<file path="src/rtl/seq_pkg.sv">
// Shared types and constants for the serial pattern transmitter.
package seq_pkg;

    typedef enum logic [1:0] {
        ST_IDLE  = 2'b00,
        ST_SHIFT = 2'b01,
        ST_GAP   = 2'b10,
        ST_DONE  = 2'b11
    } state_t;

    localparam logic [3:0] DEF_PATTERN = 4'b1011;

endpackage

</file>
<file path="src/rtl/seq_tx.sv">
// Serial pattern transmitter: sends a WIDTH-bit frame MSB first, repeat_cnt
// times, with GAP idle cycles between frames, then pulses done.
module seq_tx
    import seq_pkg::*;
#(
    parameter int WIDTH = 4,
    parameter int GAP   = 1
) (
    input  logic             clock,
    input  logic             reset,
    input  logic             start,
    input  logic [WIDTH-1:0] pattern,
    // frame count; "repeat" itself is a reserved word in SystemVerilog
    input  logic [3:0]       repeat_cnt,
    output logic             seq_out,
    output logic             seq_valid,
    output logic             busy,
    output logic             done
);

    localparam int BW = (WIDTH > 1) ? $clog2(WIDTH) : 1;

    state_t           state, nxt_state;
    logic [WIDTH-1:0] sh, nxt_sh;
    logic [WIDTH-1:0] pat_q, nxt_pat;
    logic [3:0]       frames, nxt_frames;
    logic [BW-1:0]    bitc, nxt_bitc;
    logic [3:0]       gapc, nxt_gapc;

    always_comb begin
        nxt_state  = state;
        nxt_sh     = sh;
        nxt_pat    = pat_q;
        nxt_frames = frames;
        nxt_bitc   = bitc;
        nxt_gapc   = gapc;
        case (state)
            ST_IDLE: begin
                if (start) begin
                    nxt_sh     = pattern;
                    nxt_pat    = pattern;
                    nxt_frames = repeat_cnt;
                    nxt_bitc   = '0;
                    nxt_gapc   = '0;
                    nxt_state  = (repeat_cnt != 4'd0) ? ST_SHIFT : ST_DONE;
                end
            end
            ST_SHIFT: begin
                if (bitc == BW'(WIDTH - 1)) begin
                    nxt_frames = frames - 4'd1;
                    nxt_bitc   = '0;
                    if (frames == 4'd1) begin
                        nxt_state = ST_DONE;
                    end else if (GAP > 0) begin
                        nxt_state = ST_GAP;
                        nxt_gapc  = '0;
                    end else begin
                        // back-to-back frame: reload with no bubble
                        nxt_sh = pat_q;
                    end
                end else begin
                    nxt_sh   = sh << 1;
                    nxt_bitc = bitc + 1'b1;
                end
            end
            ST_GAP: begin
                if (gapc == 4'(GAP - 1)) begin
                    nxt_state = ST_SHIFT;
                    nxt_sh    = pat_q;
                end else begin
                    nxt_gapc = gapc + 4'd1;
                end
            end
            default: nxt_state = ST_IDLE;
        endcase
    end

    // Outputs are registered from the next-state values so the first frame
    // bit shows up the cycle right after start is sampled.
    always_ff @(posedge clock) begin
        if (reset) begin
            state     <= ST_IDLE;
            sh        <= '0;
            pat_q     <= '0;
            frames    <= '0;
            bitc      <= '0;
            gapc      <= '0;
            seq_out   <= 1'b0;
            seq_valid <= 1'b0;
            busy      <= 1'b0;
            done      <= 1'b0;
        end else begin
            state     <= nxt_state;
            sh        <= nxt_sh;
            pat_q     <= nxt_pat;
            frames    <= nxt_frames;
            bitc      <= nxt_bitc;
            gapc      <= nxt_gapc;
            seq_out   <= (nxt_state == ST_SHIFT) && nxt_sh[WIDTH-1];
            seq_valid <= (nxt_state == ST_SHIFT);
            busy      <= (nxt_state != ST_IDLE);
            done      <= (nxt_state == ST_DONE);
        end
    end

endmodule
</file>
<file path="config.mk">
export PLATFORM = sky130hd
export DESIGN_NAME = seq_tx
export DESIGN_NICKNAME = d
export VERILOG_FILES = /design/src/rtl/seq_pkg.sv /design/src/rtl/seq_tx.sv
export SDC_FILE = /design/constraint.sdc
export NUM_CORES = 1
export LEC_CHECK = 0
export ABC_AREA = 1
export CORE_MARGIN = 2
export CORE_UTILIZATION = 58
export DETAILED_ROUTE_END_ITERATION = 7
export PLACE_DENSITY_LB_ADDON = 0.3
export SLEW_MARGIN = 20
export SYNTH_ARGS = -nofsm -noshare
export SYNTH_HDL_FRONTEND = slang
export SYNTH_SLANG_ARGS = --single-unit
</file>
<file path="constraint.sdc">
create_clock -name clock -period 2.4 [get_ports clock]
set_clock_uncertainty 0.1 [all_clocks]
set_input_delay 0.24 -clock clock [delete_from_list [all_inputs] [get_ports clock]]
set_output_delay 0.24 -clock clock [all_outputs]
set_load 0.005 [all_outputs]
</file>
## Word-level counts from Yosys, hierarchy flattened

Index checks and enable logic that the tools add are counted.

- Register bits after elaboration: 24
- Input bits: 11
- Output and inout bits: 4
- Word-level logic and storage cells: 59

- Add/sub/neg operators: 3
- Equal/unequal tests: 12
- Multiplexer cells: 21
- Reduce and logical (&&, ||, !) cells: 12

Operators with widths:

| kind | count |
|---|---|
| two-way mux 4 bit | 9 |
| case mux 4 bit (3 select lines) | 2 |
| two-way mux 2 bit | 6 |
| != test 2 bit (second input constant) | 6 |
| case mux 4 bit (2 select lines) | 1 |
| == test 2 bit (second input constant) | 3 |
| case mux 2 bit (3 select lines) | 1 |
| AND reduction 5 bit | 1 |
| adder 4 x 1 -> 4 bit (second input constant) | 1 |
| == test 2 x 1 -> 1 bit (second input constant) | 2 |
| == test 4 x 1 -> 1 bit (second input constant) | 1 |
| logical NOT 4 bit | 1 |
| case mux 2 bit (2 select lines) | 1 |
| AND reduction 2 bit | 2 |
| AND reduction 4 bit | 1 |
| nonzero test 2 bit | 2 |
| nonzero test 4 bit | 1 |
| subtractor 4 x 1 -> 4 bit (second input constant) | 1 |
| AND reduction 3 bit | 1 |
| nonzero test 3 bit | 1 |
| adder 2 x 1 -> 2 bit (second input constant) | 1 |
| logical NOT 2 bit | 1 |
| logical AND 1 bit | 1 |
| two-way mux 1 bit | 1 |

## Logic depth before layout (Yosys ltp)

- Depth in word-level cells: 6
- Mapped depth: 9
- Mapped depth without buffers: 9

## Worst setup path after synthesis

No wires, ideal clock.

- Path kind: reg2reg
- Start point: register gapc[0]
- End point: register busy
- Library setup time: 0.119 ns
- Data arrival time: 1.182 ns
- Data required time: 2.181 ns
- Slack: 0.999 ns
- Cell stages (with the launch flop): 9
- Buffers on the path: 0
- Clock period less this slack: 1.401 ns
- Cells stage by stage: dfxtp_1 > inv_1 > ha_1 > nand2_1 > nor2_2 > nor2_2 > nand2_1 > nand2_1 > o21ai_1

- Cells in the longest elaborated chain, start to end: 4

Ends and longest elaborated chain:

| item | line | text |
|---|---|---|
| from (decl) | seq_tx.sv:28 | `logic [3:0] gapc, nxt_gapc;` |
| from (signal assigned) | seq_tx.sv:98 | `gapc <= nxt_gapc;` |
| logical NOT 4 bit | seq_tx.sv:67 | `if (gapc == 4'(GAP - 1)) begin` |
| two-way mux 2 bit | seq_tx.sv:67 |  |
| case mux 2 bit (3 select lines) | seq_tx.sv:37 | `case (state)` |
| nonzero test 2 bit | seq_tx.sv:101 | `busy <= (nxt_state != ST_IDLE);` |
| to (signal assigned) | seq_tx.sv:101 |  |
| to (decl) | seq_tx.sv:17 | `output logic busy,` |

No other way between the ends.
A chain may end at the register's enable or synchronous reset.

## Worst setup path in the final report

Ends and elaborated chain as after synthesis.

==> impl_metrics.ini <==
[final_layout]
drive_gt1_share_pct = 7.43
fillers = 148
final_area_mm2 = 0.00148
antenna_cells = 0
stdcell_count = 229
synthToLayoutAreaGrowth_pct = 17.8
nets = 220

[critical_path]
path_depth = 8
cpPeakStageDelay_ns = 0.39
path_class = reg -> reg
worstPathMaxFanout = 6
cp_top_family = simple AND/OR/NAND/NOR gates
cp_slowest_cell = dfxtp_1
reg2reg_depth = 8
cp-end-kind = flip-flop
cp_common_cell = nand2_1
cp.arrival_ns = 1.82
critPathRequiredTime_ns = 2.52
critPathBufInv = 1
cp_cell_sequence = inv_1, ha_1, nand2_1, nor2_2, nor2_2, nand2_1, nand2_1, o21ai_1
start_kind = flip-flop

[timing]
rsz0062_at_grt = no
hold_viol = 0
fin_crit_sh_pct = 70.8
drv_slew = 0
slew_headroom_pct = 73.7
setup_violations = 0
fin_ws_ns = 0.701
tns_ns = 0
worst_pin_slew_ns = 0.394
layout_min_cycle_time_ns = 1.70
max_freq_mhz = 589

[run]
cap_viol_max_count = 0

[clock_tree]
clock_latency_ns = 0.32
cts_setup_buffers = 0
numClockSinks = 24
cts.reportedPaths.clkPinSlew_ns = 0.14
root_buffer = clkbuf_4
cts_resized = 0
cts_buffers = 3
clock_path_buffers = 2
htreeDepth = 1
cts_tree = done
ctsHoldBuffers = 0

[floorplanning]
dieArea_mm2 = 0.00255
num_rows = 16
start_util_pct = 62.6
die_h_um = 50.5
die_w_um = 50.5
core_area_mm2 = 0.00200
io_pins = 15

[synth]
postSynthCellCount = 185
yosys.area.top_type = dfxtp_1
synth_edf_count = 0
synthFlopType = dfxtp_1
synth.area.top_cells = dfxtp_1 (38%), nand2_1 (15%), nor2_1 (7.5%), nand3_1 (6.4%), ha_1 (6.0%)
avgSynthCellArea_um2 = 6.78
async_reset_ff_share_pct = 0
ys_seq_area_share_pct = 38.3
synth_top_cell_area_share_pct = 38.3
ys_types = 22
syn_nets = 202
yosys_warnings = 0
yosys_register_bits = 24
syn_area_mm2 = 0.00125

[route]
met3WireLength_um = 127
wl_per_cell_um = 11.9
dr.pass1.iters = 5
drt_iter0_drc = 41
drcViolationCount = 0
drtAntennaViolNets = 0
num_vias = 1210
route.met2.wl_mm = 1.34
avgViaCountPerCell = 5.28
highest_layer = met4
drt-met1-wl_mm = 1.20
wl_mm = 2.74

[hold_path]
worstHoldPathCells = 2
worstHoldPathType = reg -> reg

[placed_design]
io_buffer_count = 14
pre_cts_slack_ns = 0.648
globalplace.congestion = 0.873
place_area_mm2 = 0.00142
dp_cells = 225
dpl.hpwl_mm = 2.06

[global_routing]
grt_pass1_vias = 1113
grt_use_total_pct = 24.5
grt_pass1_wl_mm = 4.66
grt_max_degree = 15
grt_overflow = 0
antenna_found_initial = 0

[outcome]
status = finished clean

[power]
p_leak_nw = 0.683
irDropWorstVdd_mv = 0.485
power.density_mw_per_mm2 = 638
power_uw = 942
cell usage in the layout, fill, tap and decap left out:
cell type / n
nand3_1: 16
nand2_1: 49
nor2_2: 4
clkinv_1: 1
nor2_1: 25
nand2_2: 2
or2_2: 2
xnor2_1: 1
inv_1: 20
dfxtp_1: 24
nor3_1: 1
o21ai_1: 1
nand3b_1: 1
o21ai_0: 12
nand4_2: 1
nand2_4: 1
xor2_1: 2
ha_1: 6
bufinv_16: 1
clkdlybuf4s50_1: 14
clkbuf_4: 3
a21oi_1: 12
a31oi_1: 2
buf_4: 1
Yosys cell counts (all sizes together), types with 2 or more instances:
cell type / count
nand2: 52
or2: 2
ha: 6
nand3: 16
a21oi: 12
o21ai: 13
inv: 20
a31oi: 2
dfxtp: 24
xor2: 2
nor2: 29
state kept, by name (all words and copies together), names as in the netlist:
| register | count |
|---|---|
| seq_out | 1 |
| pat_q | 4 |
| seq_valid | 1 |
| busy | 1 |
| bitc | 2 |
| sh | 4 |
| done | 1 |
| frames | 4 |
| state | 2 |
| gapc | 4 |
per-layer routing:
layer	track usage [%]	vias up
li1	-	626
met1	28.5	541
met2	43.9	35
met3	2.98	8
met4	12.6	0
met5	0	-
layout make-up:
| class | instances | area (um^2) | share of cell area, % |
|---|---|---|---|
| Clock buffer | 3 | 22.5 | 1.53 |
| Clock inverter | 1 | 30.0 | 2.03 |
| Inverter | 21 | 78.8 | 5.34 |
| Multi-Input combinational cell | 138 | 683 | 46.3 |
| Sequential cell | 24 | 480 | 32.5 |
| Tap cell | 27 | 33.8 | 2.29 |
| Timing Repair Buffer | 15 | 148 | 10.0 |
per-stage QoR:
stage	hold WS [ns]	utilization [%]
floorplan	0.209	-
global placement	0.355	71.1
detailed placement	0.357	71.1
CTS	0.377	73.8
global route	0.400	73.8
finish	0.376	73.8
worst min-delay path: stages (launching register included):
cell	delay, ns
dfxtp_1	0.34
nand2_1	0.06
a21oi_1	0.05
worst paths after layout:
path,start,to,slack [ns]
min reg2reg,pat_q[2]$_SDFFE_PP0P_,pat_q[2]$_SDFFE_PP0P_,0.38
max reg2reg,gapc[0]$_SDFFE_PP0P_,busy$_SDFF_PP0_,0.70
max,gapc[0]$_SDFFE_PP0P_,busy$_SDFF_PP0_,0.70
min,pat_q[2]$_SDFFE_PP0P_,pat_q[2]$_SDFFE_PP0P_,0.38
power breakdown:
group | leakage (nW) | internal (mW) | switching, mW
Combinational | 0.457 | 0.0803 | 0.112
Sequential | 0.197 | 0.430 | 0.0226
Clock | 0.0279 | 0.169 | 0.128
Total | 0.683 | 0.679 | 0.263
kinds of logic (layout without fill, tap and decap cells):
family	after synthesis	count (layout)	synth area share, %
XOR/XNOR	3	3	2.10
flip-flops	24	24	38.3
buffers and inverters	23	40	7.19
adder cells (fa/ha/maj)	6	6	5.99
AO/OA/AOI/OAI	27	27	11.0
AND/OR/NAND/NOR	102	102	35.4
Note: power is estimated with default switching activity, not from simulation.
